--- config.mk ---
export PLATFORM = sky130hd
export DESIGN_NAME = multicycle_control_fsm
export DESIGN_NICKNAME = d
export VERILOG_FILES = /design/src/rtl/multicycle_control_fsm.sv
export SDC_FILE = /design/constraint.sdc
export NUM_CORES = 1
export LEC_CHECK = 0
export BUFFER_PORTS_ARGS = -buffer_cell sky130_fd_sc_hd__buf_2
export CAP_MARGIN = 25
export CORE_ASPECT_RATIO = 0.9
export CORE_MARGIN = 2
export CORE_UTILIZATION = 35
export DETAILED_ROUTE_END_ITERATION = 10
export GPL_TIMING_DRIVEN = 0
export PLACE_DENSITY = 0.61
export SLEW_MARGIN = 10
export SYNTH_ARGS = -nofsm -noshare
export SYNTH_HDL_FRONTEND = slang
export SYNTH_SLANG_ARGS = --single-unit
--- constraint.sdc ---
create_clock -name clk -period 4.46 [get_ports clk]
set_input_delay 1.338 -clock clk [delete_from_list [all_inputs] [get_ports clk]]
set_output_delay 1.338 -clock clk [all_outputs]
set_load 0.01 [all_outputs]
--- src/rtl/multicycle_control_fsm.sv ---
// Multicycle MIPS sequencing controller.
// A Moore FSM steps each instruction through fetch, decode, execute, memory
// and writeback states. It drives every datapath select and write enable,
// waits on a memory ready handshake with an optional timeout, and counts
// retired instructions.
module multicycle_control_fsm #(
  parameter int MEM_TIMEOUT = 15,
  parameter int CNT_W       = 32
) (
  input  logic             clk,
  input  logic             reset,
  input  logic [5:0]       OP,
  input  logic [5:0]       FUNCT,
  input  logic             Zero,
  input  logic             MemReady,
  output logic             PCWrite,
  output logic             IorD,
  output logic             MemRead,
  output logic             MemWrite,
  output logic             IRWrite,
  output logic [1:0]       RegDst,
  output logic [1:0]       MemtoReg,
  output logic             RegWrite,
  output logic             ALUSrcA,
  output logic [1:0]       ALUSrcB,
  output logic [3:0]       ALUOp,
  output logic [1:0]       PCSource,
  output logic [3:0]       State,
  output logic             InstrDone,
  output logic             Fault,
  output logic [CNT_W-1:0] InstrCount
);

  // State encodings (also exported on State for debug)
  localparam logic [3:0] S_FETCH   = 4'd0;
  localparam logic [3:0] S_DECODE  = 4'd1;
  localparam logic [3:0] S_MEM_ADR = 4'd2;
  localparam logic [3:0] S_MEM_RD  = 4'd3;
  localparam logic [3:0] S_MEM_WB  = 4'd4;
  localparam logic [3:0] S_MEM_WR  = 4'd5;
  localparam logic [3:0] S_EXEC_R  = 4'd6;
  localparam logic [3:0] S_EXEC_I  = 4'd7;
  localparam logic [3:0] S_ALU_WB  = 4'd8;
  localparam logic [3:0] S_BRANCH  = 4'd9;
  localparam logic [3:0] S_JUMP    = 4'd10;
  localparam logic [3:0] S_JAL     = 4'd11;
  localparam logic [3:0] S_JR      = 4'd12;
  localparam logic [3:0] S_FAULT   = 4'd15;

  // Opcodes recognised in DECODE
  localparam logic [5:0] OP_RTYPE = 6'h00;
  localparam logic [5:0] OP_J     = 6'h02;
  localparam logic [5:0] OP_JAL   = 6'h03;
  localparam logic [5:0] OP_BEQ   = 6'h04;
  localparam logic [5:0] OP_BNE   = 6'h05;
  localparam logic [5:0] OP_ADDI  = 6'h08;
  localparam logic [5:0] OP_ANDI  = 6'h0c;
  localparam logic [5:0] OP_ORI   = 6'h0d;
  localparam logic [5:0] OP_LUI   = 6'h0f;
  localparam logic [5:0] OP_LW    = 6'h23;
  localparam logic [5:0] OP_SW    = 6'h2b;
  localparam logic [5:0] FN_JR    = 6'h08;

  // ALUOp codes shared with ALUControl
  localparam logic [3:0] ALU_ADD  = 4'b0001;
  localparam logic [3:0] ALU_ORI  = 4'b0010;
  localparam logic [3:0] ALU_ANDI = 4'b0011;
  localparam logic [3:0] ALU_LUI  = 4'b0100;
  localparam logic [3:0] ALU_SW   = 4'b0101;
  localparam logic [3:0] ALU_LW   = 4'b0110;
  localparam logic [3:0] ALU_BEQ  = 4'b0111;
  localparam logic [3:0] ALU_BNE  = 4'b1000;
  localparam logic [3:0] ALU_R    = 4'b1111;

  // The wait counter only has to reach MEM_TIMEOUT-1: the timeout fires in
  // the cycle whose missing ready would make the count equal MEM_TIMEOUT,
  // i.e. after MEM_TIMEOUT consecutive not-ready cycles.
  localparam int         WAIT_W    = (MEM_TIMEOUT > 1) ? $clog2(MEM_TIMEOUT) : 1;
  localparam int         LAST_I    = (MEM_TIMEOUT > 0) ? (MEM_TIMEOUT - 1) : 0;
  localparam logic [WAIT_W-1:0] WAIT_LAST = WAIT_W'(LAST_I);
  localparam logic [WAIT_W-1:0] WAIT_MAX  = {WAIT_W{1'b1}};

  logic [3:0]       r_state;
  logic [3:0]       w_state_next;
  logic [WAIT_W-1:0] r_wait;
  logic [WAIT_W-1:0] w_wait_next;
  logic [CNT_W-1:0] r_instr_count;

  logic       w_mem_state;
  logic       w_timeout;

  logic       w_pc_write;
  logic       w_iord;
  logic       w_mem_read;
  logic       w_mem_write;
  logic       w_ir_write;
  logic [1:0] w_reg_dst;
  logic [1:0] w_mem_to_reg;
  logic       w_reg_write;
  logic       w_alu_src_a;
  logic [1:0] w_alu_src_b;
  logic [3:0] w_alu_op;
  logic [1:0] w_pc_source;
  logic       w_instr_done;
  logic       w_fault;

  // States that wait on the memory handshake
  assign w_mem_state = (r_state == S_FETCH) || (r_state == S_MEM_RD) ||
                       (r_state == S_MEM_WR);
  // A ready in the limit cycle wins, so the timeout requires MemReady low
  assign w_timeout   = (MEM_TIMEOUT != 0) && !MemReady && (r_wait == WAIT_LAST);

  // State register; reset aborts any instruction in flight
  always_ff @(posedge clk or negedge reset) begin
    if (!reset) begin
      r_state <= S_FETCH;
    end else begin
      r_state <= w_state_next;
    end
  end

  // Next-state decode
  always_comb begin
    w_state_next = r_state;
    case (r_state)
      S_FETCH: begin
        if (MemReady)       w_state_next = S_DECODE;
        else if (w_timeout) w_state_next = S_FAULT;
      end
      S_DECODE: begin
        case (OP)
          OP_RTYPE: w_state_next = (FUNCT == FN_JR) ? S_JR : S_EXEC_R;
          OP_LW, OP_SW: w_state_next = S_MEM_ADR;
          OP_ADDI, OP_ORI, OP_ANDI, OP_LUI: w_state_next = S_EXEC_I;
          OP_BEQ, OP_BNE: w_state_next = S_BRANCH;
          OP_J:     w_state_next = S_JUMP;
          OP_JAL:   w_state_next = S_JAL;
          default:  w_state_next = S_FAULT;
        endcase
      end
      S_MEM_ADR: w_state_next = (OP == OP_LW) ? S_MEM_RD : S_MEM_WR;
      S_MEM_RD: begin
        if (MemReady)       w_state_next = S_MEM_WB;
        else if (w_timeout) w_state_next = S_FAULT;
      end
      S_MEM_WR: begin
        if (MemReady)       w_state_next = S_FETCH;
        else if (w_timeout) w_state_next = S_FAULT;
      end
      S_EXEC_R, S_EXEC_I: w_state_next = S_ALU_WB;
      S_MEM_WB, S_ALU_WB, S_BRANCH, S_JUMP, S_JAL, S_JR: w_state_next = S_FETCH;
      S_FAULT: w_state_next = S_FAULT;
      default: w_state_next = S_FAULT;
    endcase
  end

  // Wait counter: restarts on any state change, counts not-ready cycles
  always_comb begin
    w_wait_next = r_wait;
    if (w_state_next != r_state) begin
      w_wait_next = '0;
    end else if (w_mem_state && !MemReady && (r_wait != WAIT_MAX)) begin
      w_wait_next = r_wait + 1'b1;
    end
  end

  // Wait counter register
  always_ff @(posedge clk or negedge reset) begin
    if (!reset) begin
      r_wait <= '0;
    end else begin
      r_wait <= w_wait_next;
    end
  end

  // Retired-instruction counter, wraps naturally at 2^CNT_W
  always_ff @(posedge clk or negedge reset) begin
    if (!reset) begin
      r_instr_count <= '0;
    end else if (w_instr_done) begin
      r_instr_count <= r_instr_count + CNT_W'(1);
    end
  end

  // Moore output decode per state, qualified by OP/Zero/MemReady
  always_comb begin
    w_pc_write   = 1'b0;
    w_iord       = 1'b0;
    w_mem_read   = 1'b0;
    w_mem_write  = 1'b0;
    w_ir_write   = 1'b0;
    w_reg_dst    = 2'b00;
    w_mem_to_reg = 2'b00;
    w_reg_write  = 1'b0;
    w_alu_src_a  = 1'b0;
    w_alu_src_b  = 2'b00;
    w_alu_op     = 4'b0000;
    w_pc_source  = 2'b00;
    w_instr_done = 1'b0;
    w_fault      = 1'b0;
    case (r_state)
      S_FETCH: begin
        // PC + 4 computed every cycle; only latched when memory delivers
        w_mem_read  = 1'b1;
        w_alu_src_b = 2'b01;
        w_alu_op    = ALU_ADD;
        w_ir_write  = MemReady;
        w_pc_write  = MemReady;
      end
      S_DECODE: begin
        // Speculative branch target into ALUOut
        w_alu_src_b = 2'b11;
        w_alu_op    = ALU_ADD;
      end
      S_MEM_ADR: begin
        w_alu_src_a = 1'b1;
        w_alu_src_b = 2'b10;
        w_alu_op    = (OP == OP_LW) ? ALU_LW : ALU_SW;
      end
      S_MEM_RD: begin
        w_iord     = 1'b1;
        w_mem_read = 1'b1;
      end
      S_MEM_WB: begin
        w_mem_to_reg = 2'b01;
        w_reg_write  = 1'b1;
        w_instr_done = 1'b1;
      end
      S_MEM_WR: begin
        w_iord       = 1'b1;
        w_mem_write  = 1'b1;
        w_instr_done = MemReady;
      end
      S_EXEC_R: begin
        w_alu_src_a = 1'b1;
        w_alu_op    = ALU_R;
      end
      S_EXEC_I: begin
        w_alu_src_a = 1'b1;
        w_alu_src_b = 2'b10;
        case (OP)
          OP_ORI:  w_alu_op = ALU_ORI;
          OP_ANDI: w_alu_op = ALU_ANDI;
          OP_LUI:  w_alu_op = ALU_LUI;
          default: w_alu_op = ALU_ADD;
        endcase
      end
      S_ALU_WB: begin
        w_reg_write  = 1'b1;
        w_reg_dst    = (OP == OP_RTYPE) ? 2'b01 : 2'b00;
        w_instr_done = 1'b1;
      end
      S_BRANCH: begin
        w_alu_src_a  = 1'b1;
        w_alu_op     = (OP == OP_BEQ) ? ALU_BEQ : ALU_BNE;
        w_pc_source  = 2'b01;
        w_pc_write   = (OP == OP_BEQ) ? Zero : !Zero;
        w_instr_done = 1'b1;
      end
      S_JUMP: begin
        w_pc_source  = 2'b10;
        w_pc_write   = 1'b1;
        w_instr_done = 1'b1;
      end
      S_JAL: begin
        // $31 gets the PC already advanced in FETCH; new PC lands at the same edge
        w_pc_source  = 2'b10;
        w_pc_write   = 1'b1;
        w_reg_dst    = 2'b10;
        w_mem_to_reg = 2'b10;
        w_reg_write  = 1'b1;
        w_instr_done = 1'b1;
      end
      S_JR: begin
        w_pc_source  = 2'b11;
        w_pc_write   = 1'b1;
        w_instr_done = 1'b1;
      end
      S_FAULT: begin
        w_fault = 1'b1;
      end
      default: begin
        w_fault = 1'b0;
      end
    endcase
  end

  // Every output is held at zero while reset is asserted
  assign PCWrite    = reset & w_pc_write;
  assign IorD       = reset & w_iord;
  assign MemRead    = reset & w_mem_read;
  assign MemWrite   = reset & w_mem_write;
  assign IRWrite    = reset & w_ir_write;
  assign RegDst     = reset ? w_reg_dst    : 2'b00;
  assign MemtoReg   = reset ? w_mem_to_reg : 2'b00;
  assign RegWrite   = reset & w_reg_write;
  assign ALUSrcA    = reset & w_alu_src_a;
  assign ALUSrcB    = reset ? w_alu_src_b  : 2'b00;
  assign ALUOp      = reset ? w_alu_op     : 4'b0000;
  assign PCSource   = reset ? w_pc_source  : 2'b00;
  assign State      = reset ? r_state      : 4'b0000;
  assign InstrDone  = reset & w_instr_done;
  assign Fault      = reset & w_fault;
  assign InstrCount = reset ? r_instr_count : '0;

endmodule

Word-level counts from Yosys, hierarchy flattened
Index checks and enable logic that the tools add are counted.

storage, ports and cells
  input bits = 16
  output and inout port bits = 57
  bits in registers = 40
  logic and storage cells = 100

operators by class
  bitwise operators = 9
  equality and inequality tests = 27
  reduce and logical (&&, ||, !) cells = 23
  $add $sub $neg = 2
  multiplexer cells = 36

operators by type and width
  operator                 count
  $mux W4                  10
  $add A32 B1 Y32 const B  1
  $mux W32                 1
  $eq A6 B4 Y1 const B     5
  $eq A4 B4 Y1 const B     7
  $pmux W4 S7              1
  $pmux W4 S6              1
  $pmux W4 S5              1
  $eq A4 B3 Y1 const B     4
  $reduce_or A2 Y1         8
  $eq A6 B2 Y1 const B     2
  $eq A6 B3 Y1 const B     2
  $eq A6 B6 Y1 const B     2
  $pmux W2 S3              2
  $mux W2                  5
  $and A1 B1 Y1            9
  $mux W1                  9
  $pmux W3 S3              1
  $eq A4 B2 Y1 const B     2
  $pmux W2 S2              2
  $reduce_or A4 Y1         2
  $logic_not A6 Y1         1
  $reduce_or A3 Y1         2
  $reduce_or A6 Y1         1
  other kinds (12)         16

Longest topological paths before layout
Gate-level depths: netlist of the first run.

  depth in word-level cells = 7
  gate-level depth with buffers = 8
  depth with buffers taken out = 8

Worst setup path after synthesis of the first run
No wires, ideal clock.

  kind = in2out
  from = input port OP[0]
  to = output port ALUOp[0]
  path buffers = 1
  data required time = 3.122 ns
  cell stages on the path = 5
  path slack = 0.420 ns
  arrival time = 2.702 ns
  cell sequence = clkbuf_1 -> nand3_1 -> or4_1 -> a311o_1 -> a21o_1

on the way
  cells in the longest elaborated chain, start to end = 4
  elaborated cells between the ends (all ways) = 10
  those cells by class = 5 x eq/ne; 5 x mux

RTL lines
  what                                  line  RTL
  start: declaration                    12    input logic [5:0] OP,
  $eq A6 B4 Y1 (tied with other cells)  241   case (OP)
  $pmux W3 S3 (tied with other cells)   241
  $pmux W4 S5 (*)                       201   case (r_state)
  $mux W4 (*)                           299   assign ALUOp = reset ? w_alu_op : 4'b0000;
  end: declaration                      26    output logic [3:0] ALUOp,

Mark *: on every way between the ends. The rest lies on a longest branch, timed or not.

Worst setup path after layout of the first run
  from = input port OP[1]
  to = output port ALUOp[0]

Same word-level chain as after synthesis.

==> summary.txt, run 1 <==
Placement
  • PortBufs: 68
  • Placed Instances: between 500 and 600
  • DP Wirelength: 5.69 mm
  • Gpl congestion: 0.931

Detailed routing
  • WL final: around 7.7 mm
  • Post-route DRC: 0
  • Wire length per cell: 14.5 um
  • Initial DRC count: 283
  • Via count: roughly 2800
  • Vias per inst: 5.30
  • Drt pass-1 iters: 5
  • Antenna viol nets, final: 0

CTS
  • Root Buffer: clkbuf_8
  • Post-CTS Hold Buffers: 0
  • Worst-skew pair later-pin latency: 0.30 ns
  • Clock buffer depth: 2
  • Clock sink count: 40
  • Num CTS Buffers: 5
  • Setup Buffers After CTS: 0
  • H-tree levels: 2
  • CTS tree: done
  • Clock-pin slew on the worst setup and hold paths: 0.07 ns

Synth
  • Gate Count Post-Synth: ~360
  • Top-count cell post-synth: dfrtp_1
  • EDFF count, synth: 0
  • Top cell type's share of synthesized area: between 30% and 40%
  • Synth Area in Simple Gates: 34.9%
  • Ys Warns: 0
  • Post-Synth XOR/XNOR Area: 11.4%
  • Synth area leaders: dfrtp_1 34%, and2_1 8.2%, xnor2_1 6.6%, nor2_1 5.0%, xor2_1 4.8%
  • Yosys reg bits: 40
  • Mapped cell area: 2920 sq um
  • Cell taking the most area after synthesis: dfrtp_1
  • List of most frequent post-synthesis cells: 40 x dfrtp_1, 39 x nor2_1, 38 x and2_1
  • Largest family of logic cells by synthesized area: simple AND/OR/NAND/NOR gates
  • Multiplexer share of the synthesized area: less than 1%
  • Synth Area in Adders: 1.29%
  • Primary FF master, synth: dfrtp_1
  • Area fraction in compound gates after synthesis: roughly an eighth
  • Ys async rst share: 100%
  • Mapped Nets: 374
  • Seq/Total Area, Yosys: 34.3%
  • Mean Syn Cell Area: 8.21 sq um
  • Netlist cell types: 59

Power
  • Tot Pwr: 1.52 mW
  • Int Pwr: 0.846 mW
  • Combinational power share: 51.6%
  • NetSw: 0.678 mW
  • Pwr/cell area: 437 nW/um^2
  • Switching Fraction: 44.5%
  • Sequential Power Share: between 30% and 40%
  • P_leak: ~1.6 nW
  • VDD IR-drop max: 200 uV
  • Clock power share: 16.8%

Timing
  • Setup violators final: 0
  • Measured slew at the worst slew-check pin: between 0.9 and 1 ns
  • Slew HR: 37.7%
  • Max-slew violation count: 0
  • Final period util: approximately 97%
  • Final hold violation count: 0
  • Clock skew: 0.00825 ns
  • Tmin final: 4.32 ns
  • Max frequency: 232 MHz
  • RSZ-0062 raised after global routing: false

Global route
  • Vias in the first global route: 2546
  • Largest net degree at the start of global routing: 42
  • First-pass GRT wire length: 12.7 mm
  • Met3 Use GR: 2.71%
  • Busiest layer in global routing: met1
  • Met2 track demand over resource: 25.2%
  • Total GRT Usage: 17.4%
  • Initial antenna violation count: 0
  • Total grt overflow: 0
  • Met1 usage: 26.4%

Die
  • Die area: a little over 9000 sq um
  • DIE HEIGHT: 90.6 um
  • Initial core utilization: 36.1%
  • Io pins: 73
  • Die W: 100 um
  • # rows: 31
  • CORE AREA: 8070 sq um

Finish
  • Fraction of layout cells with a size suffix above 1: 21.6%
  • Area growth, synth to finish: 19.5%
  • Fin cells: 530
  • Fill cells: 806
  • Diodes inserted: 0
  • Final #Nets: 449

Critical path
  • CP Launch Type: input port
  • Worst Path Max Fanout: 7
  • Critical Path RT: 3.12 ns
  • Type of the worst setup path: input port to output port
  • Endpoint class of the critical path: output port
  • Crit path DAT: between 2 and 3 ns

Hold path
  • HP Class: register to register

Outcome
  • Status: complete, no violations

Flow run
  • Max-Cap Viols: 0
layout by cell type, fill, tap and decap left out, drive strengths merged, types with 5 or more instances in the layout:
cell     count
xnor2       22
xor2        16
nand2b       9
nand3       16
or2          5
nand2       31
nand4       10
inv          9
nor3         9
a2111oi      5
buf         71
nor2b        7
and2        39
dfrtp       40
a21oi        9
and3         6
nor2        39
clkbuf      27
o21ai       10
cell families (layout without fill, tap and decap cells):
group,after synthesis,in the layout
compound gates,52,52
xor+xnor,38,38
fa+ha+maj,3,3
buf+inv,31,107
flops,40,40
mux,2,2
simple gates,189,189
worst max-delay path, stage by stage:
cell,delay [ns]
clkbuf_1,0.27
nand3_1,0.19
or4_1,0.50
a311o_1,0.38
a21o_1,0.17
buf_2,0.13
state kept, by name, summed over array words and instances, names as in the netlist:
name and count:
r_state 4, r_instr_count 32, r_wait 4
routing by layer:
metal | vias to the layer above | routed length [um]
met1 | 1351 | 3850
met2 | 86 | 3430
li1 | 1371 | -
met4 | 0 | 27
met3 | 2 | 392
met5 | - | 0
final cells by class:
type,instances,area (sq um),area share (%)
plain buffers,22,93.8,2.69
clock buffers,8,90.1,2.59
inverters,9,33.8,0.969
multi-input cells,284,1800,51.5
flip-flops and latches,40,1000,28.7
well taps,99,124,3.55
repair buffers,68,347,9.95
per-stage QoR:
stage	hold slack, ns	setup TNS, ns	area [sq um]	worst slack (ns)	utilization, %
after CTS	0.464	0	3470	0.0415	43.0
after global placement	0.448	-2.64	3380	-0.196	41.9
after global routing	0.508	0	3480	0.0212	43.2
after detailed placement	0.454	-4.78	3380	-0.233	41.9
after floorplan	0.434	0	2920	0.420	-
final	0.464	0	3480	0.144	43.2
path summary, 6_finish.rpt:
check                                  startpoint                end  slack (ns)  depth (start not counted)
min in group asynchronous                   reset   r_instr_count[7]        0.93                          1
worst max register to register         r_state[3]  r_instr_count[31]        1.84                          6
max in group asynchronous                   reset  r_instr_count[26]        3.24                          1
worst min-delay path            r_instr_count[31]  r_instr_count[31]        0.46                          1
worst min register to register  r_instr_count[31]  r_instr_count[31]        0.46                          1
worst max-delay path                        OP[1]           ALUOp[0]        0.14                          6
power groups by stage:
stage	Sequential, mW	Combinational, mW	Clock [mW]
6_report	0.481	0.786	0.256
5_1_grt	0.491	0.873	0.277
4_1_cts	0.480	0.782	0.262
3_5_place_dp	0.487	0.778	0
3_3_place_gp	0.485	0.779	0
2_1_floorplan	0.470	0.554	0
what timing repair did:
action,CTS,global route
setup endpoints to repair,44,13
cloned,0,0
gates resized for setup,1,6
endpoints found under the hold margin,0,0
Power figures use the tool's default switching activity.
==> run 2, diff against run 1 <==
Settings changed: CELL_PAD_IN_SITES_DETAIL_PLACEMENT set to 1, CELL_PAD_IN_SITES_GLOBAL_PLACEMENT set to 2, CORE_UTILIZATION 35 to 31, MAX_ROUTING_LAYER set to met4, PLACE_DENSITY 0.61 to 0.86.
Clock period 4.46 ns to 4.31 ns, I/O delays scaled along.
==> run 2 against run 1 <==
Compared with the run above: core utilization fell by 4.4 points; clock power rose by 25%; sequential power rose by 4%; critical path depth rose by 2; total power rose by 9.1%; hold slack improved by 0.0016 ns; critical path type unchanged; first-iteration DRC count fell by 49%; die area rose by 12%; clock-buffer cell count fell by 3; non-clock buffer count fell by 1; setup slack got worse by 0.00082 ns; sequential share of layout area fell by 0.47 points.
==> summary.txt, run 2 (synthesized netlist as in run 1, its figures left out) <==
Outcome
  • Status: complete, no violations

Timing
  • Final hold violation count: 0
  • Max frequency: ~240 MHz
  • RSZ-0062 raised after global routing: true
  • Measured slew at the worst slew-check pin: 0.942 ns
  • Slew HR: 35.6%
  • Final period util: 96.7%
  • Clock skew: approximately 0.0063 ns
  • Tmin final: 4.17 ns
  • Max-slew violation count: 0
  • Worst Slack Setup Final: ~0.14 ns
  • Setup violators final: 0

Finish
  • Area growth, synth to finish: 21.5%
  • Fill cells: approximately 1100
  • Biggest register: r_instr_count
  • Commonest non-fill, non-tap cells in the layout: 68 x buf_2, 40 x dfrtp_1, 39 x nor2_1
  • Fraction of layout cells with a size suffix above 1: 22.6%
  • Number of flip-flops in the largest register: 32
  • Biggest regs: r_instr_count x32, r_state x4, r_wait x4
  • Commonest non-fill, non-tap cell in the layout: buf_2
  • Diodes inserted: 0
  • Final #Nets: approximately 450

Detailed routing
  • Antenna viol nets, final: 0
  • WL final: 8.85 mm
  • Via count: 2859
  • Post-route DRC: 0
  • Initial DRC count: 144
  • Wire length per cell: ~16 um
  • Vias per inst: just over 5
  • Drt pass-1 iters: 4

Global route
  • Vias in the first global route: 2866
  • Total grt overflow: 0
  • Busiest layer in global routing: met2
  • Met3 Use GR: 2.91%
  • First-pass GRT wire length: 14.6 mm
  • Met1 usage: 24.6%
  • Met2 track demand over resource: 29.0%
  • Total GRT Usage: about 18%
  • Initial antenna violation count: 0
  • Largest net degree at the start of global routing: 42

Power
  • VDD IR-drop max: 162 uV
  • P_leak: 1.58 nW
  • Tot Pwr: between 1.5 and 2 mW
  • Pwr/cell area: between 400 and 500 nW/um^2

Die
  • DIE HEIGHT: ~96 um
  • Initial core utilization: 31.9%
  • Die area: 10200 sq um
  • CORE AREA: just over 9000 sq um
  • Io pins: 73
  • Die W: 106 um
  • # rows: 33

Critical path
  • CP max stage delay: 0.34 ns
  • Cell mode on critical path: buf_2
  • CP Launch Type: input port
  • Critical Path RT: a little over 3 ns
  • Worst Path Max Fanout: 10
  • Crit path DAT: 2.87 ns
  • CP max stage cell: clkbuf_1
  • Type of the worst setup path: input port to output port
  • Critical-path cell list: buf_2 > clkbuf_1 > nand2_1 > nor3_1 > a211oi_1 > a311o_1 > a21o_1 > buf_2
  • Endpoint class of the critical path: output port

CTS
  • Root Buffer: clkbuf_8
  • Post-CTS Hold Buffers: 0
  • Clock sink count: 40
  • CTS tree: done
  • Clock buffer depth: 2
  • Num CTS Buffers: 5
  • Clock-pin slew on the worst setup and hold paths: around 0.090 ns
  • Worst-skew pair later-pin latency: 0.30 ns
  • H-tree levels: 2
  • Setup Buffers After CTS: 0

Placement
  • PortBufs: a little under 70
  • DP Wirelength: between 6 and 7 mm
  • Place WS: -0.310 ns
  • Gpl congestion: 0.905

Hold path
  • HP Class: register to register

Flow run
  • Max-Cap Viols: 0
run 2: cell count changes in the layout (fill, tap and decap cells not counted), sizes merged:
cell,previous run,this run
clkbuf,27,23
bufinv,0,1
clkinvlp,0,1
inv,9,10
run 2: path summary, 6_finish.rpt:
kind                                   start  cells past startpoint  slack [ns]                end
min in group asynchronous              reset                      1        1.00   r_instr_count[6]
min reg2reg                r_instr_count[31]                      1        0.47  r_instr_count[31]
max reg2reg                       r_state[2]                      6        1.60  r_instr_count[31]
max in group asynchronous              reset                      1        2.90  r_instr_count[17]
max                                    OP[2]                      8        0.14           ALUOp[0]
min                        r_instr_count[31]                      1        0.47  r_instr_count[31]
run 2: layout make-up:
class                   count  area, sq um  share of cell area (%)
inverters                   9         33.8                   0.954
flip-flops and latches     40         1000                    28.3
well taps                 122          153                    4.31
clock buffers               5         68.8                    1.94
plain buffers              21         92.6                    2.61
clock inverters             3         46.3                    1.31
repair buffers             68          343                    9.68
multi-input cells         284         1800                    50.9
run 2: critical path: cells and delay by family:
kind | cells | cell delay [ns]
and+or+nand+nor | 2 | 0.43
buffers and inverters | 3 | 0.55
AOI/OAI and AO/OA | 3 | 0.59
run 2: metal layers:
layer | up-vias | part of all wire, %
li1 | 1366 | -
met1 | 1420 | 48
met2 | 63 | 47
met3 | 10 | 4.1
met4 | 0 | 1.2
met5 | - | 0
run 2: timing repair:
item | in CTS | in global routing
pin swaps | 0 | 0
setup endpoints to repair | 48 | 20
resized for setup | 3 | 7
run 2: power by group:
group | switching, mW | internal [mW] | leakage (nW)
Combinational | 0.530 | 0.315 | 1.04
Sequential | 0.0670 | 0.431 | 0.485
Clock | 0.145 | 0.175 | 0.0548
run 2: stage by stage:
step | instance area, sq um | cells | hold slack, ns | utilization, % | setup TNS (ns)
floorplan | 2920 | 355 | 0.434 | - | 0
global placement | 3410 | 545 | 0.452 | 37.4 | -5.59
detailed placement | 3410 | 545 | 0.455 | 37.4 | -8.53
CTS | 3530 | 553 | 0.470 | 38.7 | 0
global route | 3540 | 552 | 0.518 | 38.8 | 0
finish | 3540 | 552 | 0.466 | 38.8 | 0
==> run 3, diff against run 2 <==
Clock period 4.31 ns to 3.9 ns, I/O delays scaled along.
==> run 3 against run 2 <==
Compared with the run above: sequential share of layout area fell by 0.099 points; total power up 11%; setup slack lost 0.068 ns; final cell count unchanged; largest power group unchanged.
==> summary.txt, run 3 (synthesized netlist as in run 1, its figures left out) <==
Global route
  • Total GRT Usage: 18.1%
  • Initial antenna violation count: 0
  • Largest net degree at the start of global routing: 50
  • First-pass GRT wire length: ~14 mm
  • Vias in the first global route: 2852
  • Total grt overflow: 0

Finish
  • Number of flip-flops in the largest register: 32
  • Commonest non-fill, non-tap cells in the layout: 69 x buf_2, 40 x dfrtp_1, 39 x nor2_1
  • Finished Cell Area: 3550 sq um
  • Commonest non-fill, non-tap cell in the layout: buf_2
  • Final #Nets: 448
  • Biggest register: r_instr_count
  • Final core occ: between 30% and 40%
  • Fraction of layout cells with a size suffix above 1: 23.7%
  • Area growth, synth to finish: 21.9%
  • Biggest regs: r_instr_count x32, r_state x4, r_wait x4
  • Fill cells: between 1000 and 1500
  • Diodes inserted: 0

CTS
  • Worst-skew pair later-pin latency: 0.30 ns
  • Clock-pin slew on the worst setup and hold paths: 0.09 ns
  • Clock buffer depth: 2
  • H-tree levels: 2
  • Clock sink count: 40
  • Root Buffer: clkbuf_8
  • CTS tree: done
  • Num CTS Buffers: 5
  • Setup Buffers After CTS: 0

Detailed routing
  • Via count: about 2900
  • WL final: 8.85 mm
  • Wire length per cell: 16.0 um
  • Antenna viol nets, final: 0
  • Initial DRC count: 112
  • Post-route DRC: 0
  • Vias per inst: approximately 5.2
  • Drt pass-1 iters: 4

Timing
  • Slew HR: 35.5%
  • Final setup TNS: 0 ns
  • Max frequency: roughly 260 MHz
  • Tmin final: about 3.8 ns
  • Setup violators final: 0
  • Final hold violation count: 0
  • Clock skew: 0.00597 ns
  • RSZ-0062 raised after global routing: false
  • Final period util: 98.1%
  • Measured slew at the worst slew-check pin: around 0.94 ns
  • Max-slew violation count: 0

Die
  • Io pins: 73
  • Die area: 10200 sq um
  • Initial core utilization: 31.9%
  • Die W: 106 um
  • CORE AREA: 9130 sq um
  • DIE HEIGHT: 96 um
  • # rows: 33

Placement
  • Area after DPL: 3410 sq um
  • DP Wirelength: 6.70 mm
  • Gpl congestion: a little over 0.9
  • PortBufs: slightly below 70

Power
  • Sequential Power Share: 29.9%
  • NetSw: between 0.8 and 0.9 mW
  • Switching Fraction: between 40% and 50%
  • Clock power share: 19.2%
  • P_leak: about 1.6 nW
  • Int Pwr: 1.02 mW
  • Pwr/cell area: 517 nW/um^2
  • VDD IR-drop max: 178 uV
  • Combinational power share: 50.9%

Critical path
  • Worst Path Max Fanout: 7
  • Type of the worst setup path: input port to output port
  • Endpoint class of the critical path: output port
  • Crit path DAT: between 2 and 3 ns
  • CP Launch Type: input port
  • Critical Path RT: 2.73 ns

Hold path
  • HP Class: register to register

Flow run
  • Max-Cap Viols: 0

Outcome
  • Status: complete, no violations
## run 3: cell types whose count changed in the layout (fill, tap and decap cells not counted), sizes merged
cell and change:
buf +1, clkbuf -1
## run 3: final cells by class
| type | count | area, sq um | share of cell area, % |
|---|---|---|---|
| repair buffers | 68 | 343 | 9.64 |
| clock inverters | 3 | 46.3 | 1.30 |
| plain buffers | 21 | 95.1 | 2.68 |
| multi-input cells | 284 | 1810 | 51.0 |
| flip-flops and latches | 40 | 1000 | 28.2 |
| well taps | 122 | 153 | 4.29 |
| inverters | 9 | 33.8 | 0.950 |
| clock buffers | 5 | 68.8 | 1.94 |
## run 3: power by group through the flow
stage          clock network [mW]  registers, mW  logic [mW]
2_1_floorplan                   0          0.537       0.633
3_3_place_gp                    0          0.555       0.907
3_5_place_dp                    0          0.558       0.926
4_1_cts                     0.361          0.550       0.932
5_1_grt                     0.379          0.564        1.03
6_report                    0.354          0.550       0.935
## run 3: layer usage
layer	wire length, um	track usage [%]
met5	0	-
met4	98	3.62
met3	342	2.91
met2	4150	28.8
met1	4260	24.6
## run 3: path summary, 6_finish.rpt
path                                   startpoint           endpoint  slack [ns]  cells past startpoint
worst min register to register  r_instr_count[31]  r_instr_count[31]        0.47                      1
worst max register to register         r_state[2]  r_instr_count[31]        1.16                      6
worst min-delay path            r_instr_count[31]  r_instr_count[31]        0.47                      1
max in group asynchronous                   reset  r_instr_count[17]        2.61                      1
worst max-delay path                        OP[1]           ALUOp[0]        0.08                      6
min in group asynchronous                   reset   r_instr_count[6]        0.88                      1
## run 3: worst max-delay path: stages
cell	delay, ns
clkbuf_2	0.20
nand3_2	0.14
or4_4	0.46
a311o_1	0.38
a21o_1	0.17
buf_2	0.13
## run 3: repair_timing
item,4_1_cts,5_1_grt
hold buffers,0,0
setup endpoints to repair,57,3
pin swaps,0,1
resized for setup,7,7
## run 3: through the flow
stage	setup WS [ns]	std cells	total power, mW	hold WS (ns)
2_1_floorplan	0.196	355	1.17	0.434
3_3_place_gp	-0.423	545	1.46	0.452
3_5_place_dp	-0.474	545	1.48	0.455
4_1_cts	0.00411	552	1.84	0.470
5_1_grt	0.0242	552	1.97	0.518
6_report	0.0753	552	1.84	0.466
